### src/rtl/fft_butterfly_scheduler.sv
// fft_butterfly_scheduler: issues radix-2 butterfly commands stage by stage, holding each stage until its write-backs return
//   Clock, Areset (async, active-low)            clocking and reset
//   Start, Abort                                 transform request / synchronous cancel
//   BfValid, BfReady, BfTop, BfBot, BfTw, BfStage  butterfly command handshake and fields
//   BfWb                                         one pulse per completed butterfly write-back
//   Busy, Done, Err                              status: running, completion pulse, sticky protocol error
module fft_butterfly_scheduler #(
  parameter int N = 16,
  parameter int LOGN = 4,
  localparam int SW = (LOGN > 1) ? $clog2(LOGN) : 1,
  localparam int TW = LOGN - 1
) (
  input  logic          Clock,
  input  logic          Areset,
  input  logic          Start,
  input  logic          Abort,
  output logic          BfValid,
  input  logic          BfReady,
  output logic [LOGN-1:0] BfTop,
  output logic [LOGN-1:0] BfBot,
  output logic [TW-1:0]   BfTw,
  output logic [SW-1:0]   BfStage,
  input  logic          BfWb,
  output logic          Busy,
  output logic          Done,
  output logic          Err
);
  typedef enum logic [1:0] {IDLE, ISSUE, DRAIN, DONE} state_t;
  localparam int OW = LOGN;
  localparam logic [SW-1:0] LAST_S = SW'(LOGN - 1);
  state_t state, state_d;
  logic [SW-1:0] stage, stage_d, tsh;
  logic [TW-1:0] k, k_d;
  logic [OW-1:0] outstanding, out_d;
  logic err, err_d, err_set, fire, drained;
  logic [LOGN-1:0] k_ext, half, mask, lo, top;
  logic [SW:0] s1;
  always_ff @(posedge Clock or negedge Areset)
    if (!Areset) begin
      state <= IDLE;
      stage <= '0;
      k <= '0;
      outstanding <= '0;
      err <= 1'b0;
    end else begin
      state <= state_d;
      stage <= stage_d;
      k <= k_d;
      outstanding <= out_d;
      err <= err_d;
    end
  // k splits into a block number (upper bits) and an offset j within a 2^s-wide half-block
  always_comb begin
    k_ext = {1'b0, k};
    half = LOGN'(1) << stage;
    mask = half - LOGN'(1);
    lo = k_ext & mask;
    s1 = {1'b0, stage} + (SW+1)'(1);
    tsh = LAST_S - stage;
    top = ((k_ext >> stage) << s1) | lo;
  end
  assign BfValid = state == ISSUE;
  assign fire = BfValid & BfReady;
  // fields are forced to zero while no command is offered so idle/reset outputs read as 0
  assign BfTop = BfValid ? top : '0;
  assign BfBot = BfValid ? top + half : '0;
  assign BfTw = BfValid ? TW'(lo << tsh) : '0;
  assign BfStage = BfValid ? stage : '0;
  assign Busy = (state == ISSUE) | (state == DRAIN);
  assign Done = state == DONE;
  assign Err = err;
  assign err_set = BfWb & ~fire & (outstanding == '0);
  // a write-back arriving in the same cycle as the count reaching 1 already empties the stage
  assign drained = (outstanding == '0) | ((outstanding == OW'(1)) & BfWb);
  always_comb begin
    state_d = state;
    stage_d = stage;
    k_d = k;
    out_d = (fire & ~BfWb) ? outstanding + OW'(1) : (BfWb & ~fire & ~err_set) ? outstanding - OW'(1) : outstanding;
    err_d = err | err_set;
    case (state)
      IDLE: if (Start) begin
        state_d = ISSUE;
        stage_d = '0;
        k_d = '0;
        out_d = '0;
        err_d = 1'b0;
      end
      ISSUE: if (fire) begin
        k_d = k + TW'(1);
        state_d = (k == TW'(N/2 - 1)) ? DRAIN : ISSUE;
      end
      DRAIN: if (drained) begin
        state_d = (stage == LAST_S) ? DONE : ISSUE;
        stage_d = (stage == LAST_S) ? stage : stage + SW'(1);
        k_d = '0;
      end
      default: state_d = IDLE;
    endcase
    if (Abort) begin
      state_d = IDLE;
      stage_d = '0;
      k_d = '0;
      out_d = '0;
      err_d = err | err_set;
    end
  end
endmodule

### config.mk
export PLATFORM = sky130hd
export DESIGN_NAME = fft_butterfly_scheduler
export DESIGN_NICKNAME = d
export VERILOG_FILES = /design/src/rtl/fft_butterfly_scheduler.sv
export SDC_FILE = /design/constraint.sdc
export NUM_CORES = 1
export LEC_CHECK = 0
export CORE_MARGIN = 2
export CORE_UTILIZATION = 45
export DETAILED_ROUTE_END_ITERATION = 6
export GPL_ROUTABILITY_DRIVEN = 0
export GPL_TIMING_DRIVEN = 1
export PLACE_DENSITY = 0.73
export SLEW_MARGIN = 30
export SYNTH_ARGS = -nofsm -noshare
export SYNTH_HDL_FRONTEND = slang
export SYNTH_SLANG_ARGS = --single-unit
### constraint.sdc
create_clock -name Clock -period 5.85 [get_ports Clock]
set_input_delay 1.17 -clock Clock [delete_from_list [all_inputs] [get_ports Clock]]
set_output_delay 1.17 -clock Clock [all_outputs]
set_load 0.03 [all_outputs]
-- Word level (Yosys, flattened, before mapping)
Index checks and enable logic that the tools add are counted.
- register bits after elaboration: 12
- input port bits: 6
- add/subtract/negate cells: 8
- eq/ne operators: 10
- shift operators: 4
- mux-type cells: 29
- bitwise operators: 14
- reduce and logical (&&, ||, !) cells: 7
- operators with widths (operator ; count):
    4-bit 2-to-1 mux ; 7
    2-bit 2-to-1 mux ; 11
    3-bit 2-to-1 mux ; 5
    3-bit inequality test (second input constant) ; 3
    3-bit one-hot mux with 3 select lines ; 1
    4-bit AND reduction ; 2
    4-bit by 1-bit subtractor with 4-bit output (second input constant) ; 2
    1-bit AND ; 6
    2-bit equality test (second input constant) ; 3
    2-bit one-hot mux with 3 select lines ; 1
    4-bit by 1-bit adder with 4-bit output (second input constant) ; 1
    4-bit adder ; 1
    3-bit by 4-bit AND with 4-bit output ; 1
    4-bit by 1-bit equality test with 1-bit output (second input constant) ; 1
    4-bit logical NOT ; 1
    4-bit bitwise OR ; 1
    2-bit one-hot mux with 2 select lines ; 1
    4-bit nonzero test ; 1
    1-bit by 2-bit << shifter with 4-bit output (first input constant) ; 1
    4-bit by 2-bit << shifter with 3-bit output ; 1
    4-bit by 3-bit << shifter with 4-bit output ; 1
    3-bit by 2-bit >> shifter with 4-bit output ; 1
    2-bit by 1-bit adder with 3-bit output (second input constant) ; 1
    3-bit by 1-bit adder with 3-bit output (second input constant) ; 1
    other kinds (11) ; 17

-- Depth between registers and ports, before layout
- depth in word-level cells: 12
- gate-level depth with buffers: 11

-- Worst setup path before layout
No wires, ideal clock.
- kind: register to output
- start: register stage[0]
- end: output BfBot[2]
- arrival: 2671 ps
- required time: 4680 ps
- setup slack: 2009 ps
- cell stages (with the launch flop): 12
- cells stage by stage: dfrtp_1 > clkbuf_1 > inv_1 > ha_1 > nor2_1 > nand4_1 > nand2_1 > ha_1 > inv_1 > fa_1 > xor2_1 > nor2_1
- longest elaborated chain between the ends: 6
- ends and longest elaborated chain (item ; RTL line ; text):
    start, declared ; 32 ; logic [SW-1:0] stage, stage_d, tsh;
    start signal, assigned ; 47 ; stage <= stage_d;
    1-bit by 2-bit << shifter with 4-bit output ; 55 ; half = LOGN'(1) << stage;
    4-bit by 1-bit subtractor with 4-bit output ; 56 ; mask = half - LOGN'(1);
    3-bit by 4-bit AND with 4-bit output ; 57 ; lo = k_ext & mask;
    4-bit bitwise OR ; 60 ; top = ((k_ext >> stage) << s1) | lo;
    4-bit adder * ; 66 ; assign BfBot = BfValid ? top + half : '0;
    4-bit 2-to-1 mux * ; 66 ;
    end, declared ; 20 ; output logic [LOGN-1:0] BfBot,
Every way passes the cells marked *; elsewhere a longest branch is shown, timed or not.

-- Worst setup path in the final report
- start: register stage[1]
- end: output BfBot[3]
Same word-level chain as after synthesis.

==> results.cfg <==
[pwr]
p_per_area_nw_per_um2 = 146.4
p_sw_w = 0.00007859
p_clk_frac = 0.244
p_int_w = 0.0001399
seqPwrFrac = 0.424
pwr-share-comb = 0.332
finalPower_w = 0.0002185
ir_drop_uv = 97.11
swShare = 0.3597
p_leak_nw = 0.6352

[logic_synthesis]
synth-seq-area-share = 0.2414
yosys_most_used_dff = dfrtp_1
async_flop_share = 1.000
synth_nets = 176
synth_cell_types = 43
synth_area_um2 = 1244
syn_inst = 153
synth_area_per_cell_um2 = 8.129
ys_seq_elements = 12
synth_edf_count = 0
yosysWarningCount = 0

[timing]
worst_pin_slew_ns = 0.5759
clock.fmax_mhz = 204.8
tns_ns = 0
drv_slew = 0
setup_viol = 0
hold_violations = 0
post-route-min-period_ns = 4.882
post-route-period-util = 0.8345
holdWs_ns = 0.6006
rsz0062_at_grt = false
relSlewSlack = 0.6149
finClkSkew_ns = 0.002387

[global_route]
met1_usage = 0.2335
grt_pass1_vias = 1163
antenna_found_initial = 0
grt_pass1_wl_um = 4988
grt.busiest_layer = met2
overflow = 0
met2_usage = 0.3472
grt_use_met3 = 0.02074
grt_use_total = 0.1963
grt_start_max_net_pins = 18

[die]
rows = 19
dieArea_um2 = 3200
core_um2 = 2686
ios = 23
die_width_um = 56.57
initial_core_util = 0.4630
die_height_um = 56.57

[clocking]
clk_latency_ns = 0.28
cts_sinks = 12
ctsResizeCount = 0
htree_num_levels = 1
cts-root-buf = clkbuf_4
cts_buffers = 3
tritoncts = done
cts.hold.buffers_added = 0
clk_pin_slew_ns = 0.08
cts_post_setup_buffers_inserted = 0
clockBufferDepth = 2

[drt]
route.detailed.drc = 0
routedWlPerCell_um = 13.99
drtIter0Drc = 37
via_count = 1203
ant_nets = 0
vias_per_cell = 5.926
drt_wl_total_um = 2840
first_pass_iters = 4

[finish]
layout_common_cells = clkdlybuf4s50_1 (22), ha_1 (16), nor2_1 (14)
fillers = 249
syn_to_final_growth_pct = 20.02
layout-drive-gt1-share = 0.04651
diodes = 0
instances_no_fill = 203
nets = 197
final_area_um2 = 1493
final_common_cell = clkdlybuf4s50_1

[place]
dpl_cell_area_um2 = 1470
dp.cells = 200
port_buffers = 22
dpl.hpwl_um = 2233

[worst_setup_path]
cp.required_ns = 4.68
cp-end-kind = primary output
crit_fanout = 12
critical_path_class = register to primary output
cp.arrival_ns = 3.71
crit_path_start_kind = register
r2r_cells = 5

[run]
maxCapViolCount = 0

[worst_hold_path]
whs_path_depth = 2
hp-class = register to register

[run_status]
status = complete, no violations
cells in the mapped netlist, drive strengths merged (2+ instances only):
master | number | area, µm²
a21oi | 11 | 58.81
nor2 | 14 | 52.55
buf | 3 | 21.27
and3 | 4 | 25.02
o21a | 2 | 15.01
o21ai | 8 | 40.04
a31oi | 3 | 18.77
nand4 | 3 | 18.77
ha | 16 | 200.2
a22o | 3 | 26.28
a22oi | 2 | 15.01
o211ai | 2 | 15.01
nor4 | 2 | 12.51
dfrtp | 12 | 300.3
and2 | 4 | 25.02
a21o | 2 | 15.01
nand3b | 3 | 22.52
nand2b | 2 | 12.51
xor2 | 2 | 17.52
inv | 12 | 45.04
mux2 | 4 | 45.04
nor3 | 5 | 25.02
nand3 | 4 | 20.02
clkbuf | 3 | 11.26
nand2 | 10 | 37.54
a211oi | 2 | 15.01
layer usage:
layer	routed length, µm	up-vias
li1	-	593
met1	1242	564
met2	1414	40
met3	133	6
met4	49	0
met5	0	-
path summary, 6_finish.rpt:
| check | startpoint | end | slack, ns |
|---|---|---|---|
| max in group asynchronous | Areset | Err | 4.22 |
| worst max-delay path | stage[1] | BfBot[3] | 0.97 |
| min in group asynchronous | Areset | state[1] | 1.25 |
| worst max register to register | state[0] | state[1] | 3.75 |
| worst min register to register | state[1] | state[1] | 0.60 |
| worst min-delay path | state[1] | state[1] | 0.60 |
cell families (layout without fill, tap and decap cells):
kind of cell / after synthesis / in the layout / synth area share
xor gates and xnor gates: 2 / 2 / 0.01409
AOI/OAI and AO/OA: 40 / 40 / 0.2083
adders and majority gates: 17 / 17 / 0.1771
muxes: 5 / 5 / 0.04426
buffers and inverters: 19 / 38 / 0.06539
DFF: 12 / 12 / 0.2415
and+or+nand+nor: 58 / 58 / 0.2495
power groups by stage:
stage	Combinational [W]	Clock [W]	Sequential (W)
6_report	0.0000724	0.0000534	0.0000927
5_1_grt	0.0000804	0.0000577	0.0000934
4_1_cts	0.0000724	0.0000545	0.0000925
3_5_place_dp	0.0000720	0	0.0000941
3_3_place_gp	0.0000710	0	0.0000937
2_1_floorplan	0.0000472	0	0.0000951
state kept, by name (all words and copies together), names as in the netlist:
| signal | count |
|---|---|
| Err | 1 |
| k | 3 |
| outstanding | 4 |
| stage | 2 |
| state | 2 |
area by class of cell:
class	instances	area (µm²)	share of cell area
tap	31	38.79	0.02598
sequential	12	300.3	0.2012
multi-input combinational	122	862.1	0.5775
timing repair buffer	22	220.2	0.1475
inverter	13	48.80	0.03269
clock buffer	3	22.52	0.01509
per-stage QoR:
step,worst slack (ns),utilization
after floorplan,2.009,-
after global placement,1.460,0.5473
after detailed placement,1.308,0.5473
after CTS,0.9939,0.5557
after global routing,0.7043,0.5557
final,0.9682,0.5557
critical path, cell delays in order (launching register included):
cell	delay, ns
dfrtp_1	0.56
clkinv_1	0.34
ha_1	0.48
nor2_1	0.08
a22oi_1	0.29
inv_1	0.09
ha_1	0.29
a21o_1	0.18
a21oi_1	0.18
and2_1	0.15
mux2_2	0.14
clkdlybuf4s50_1	0.66
Power figures use the tool's default switching activity.
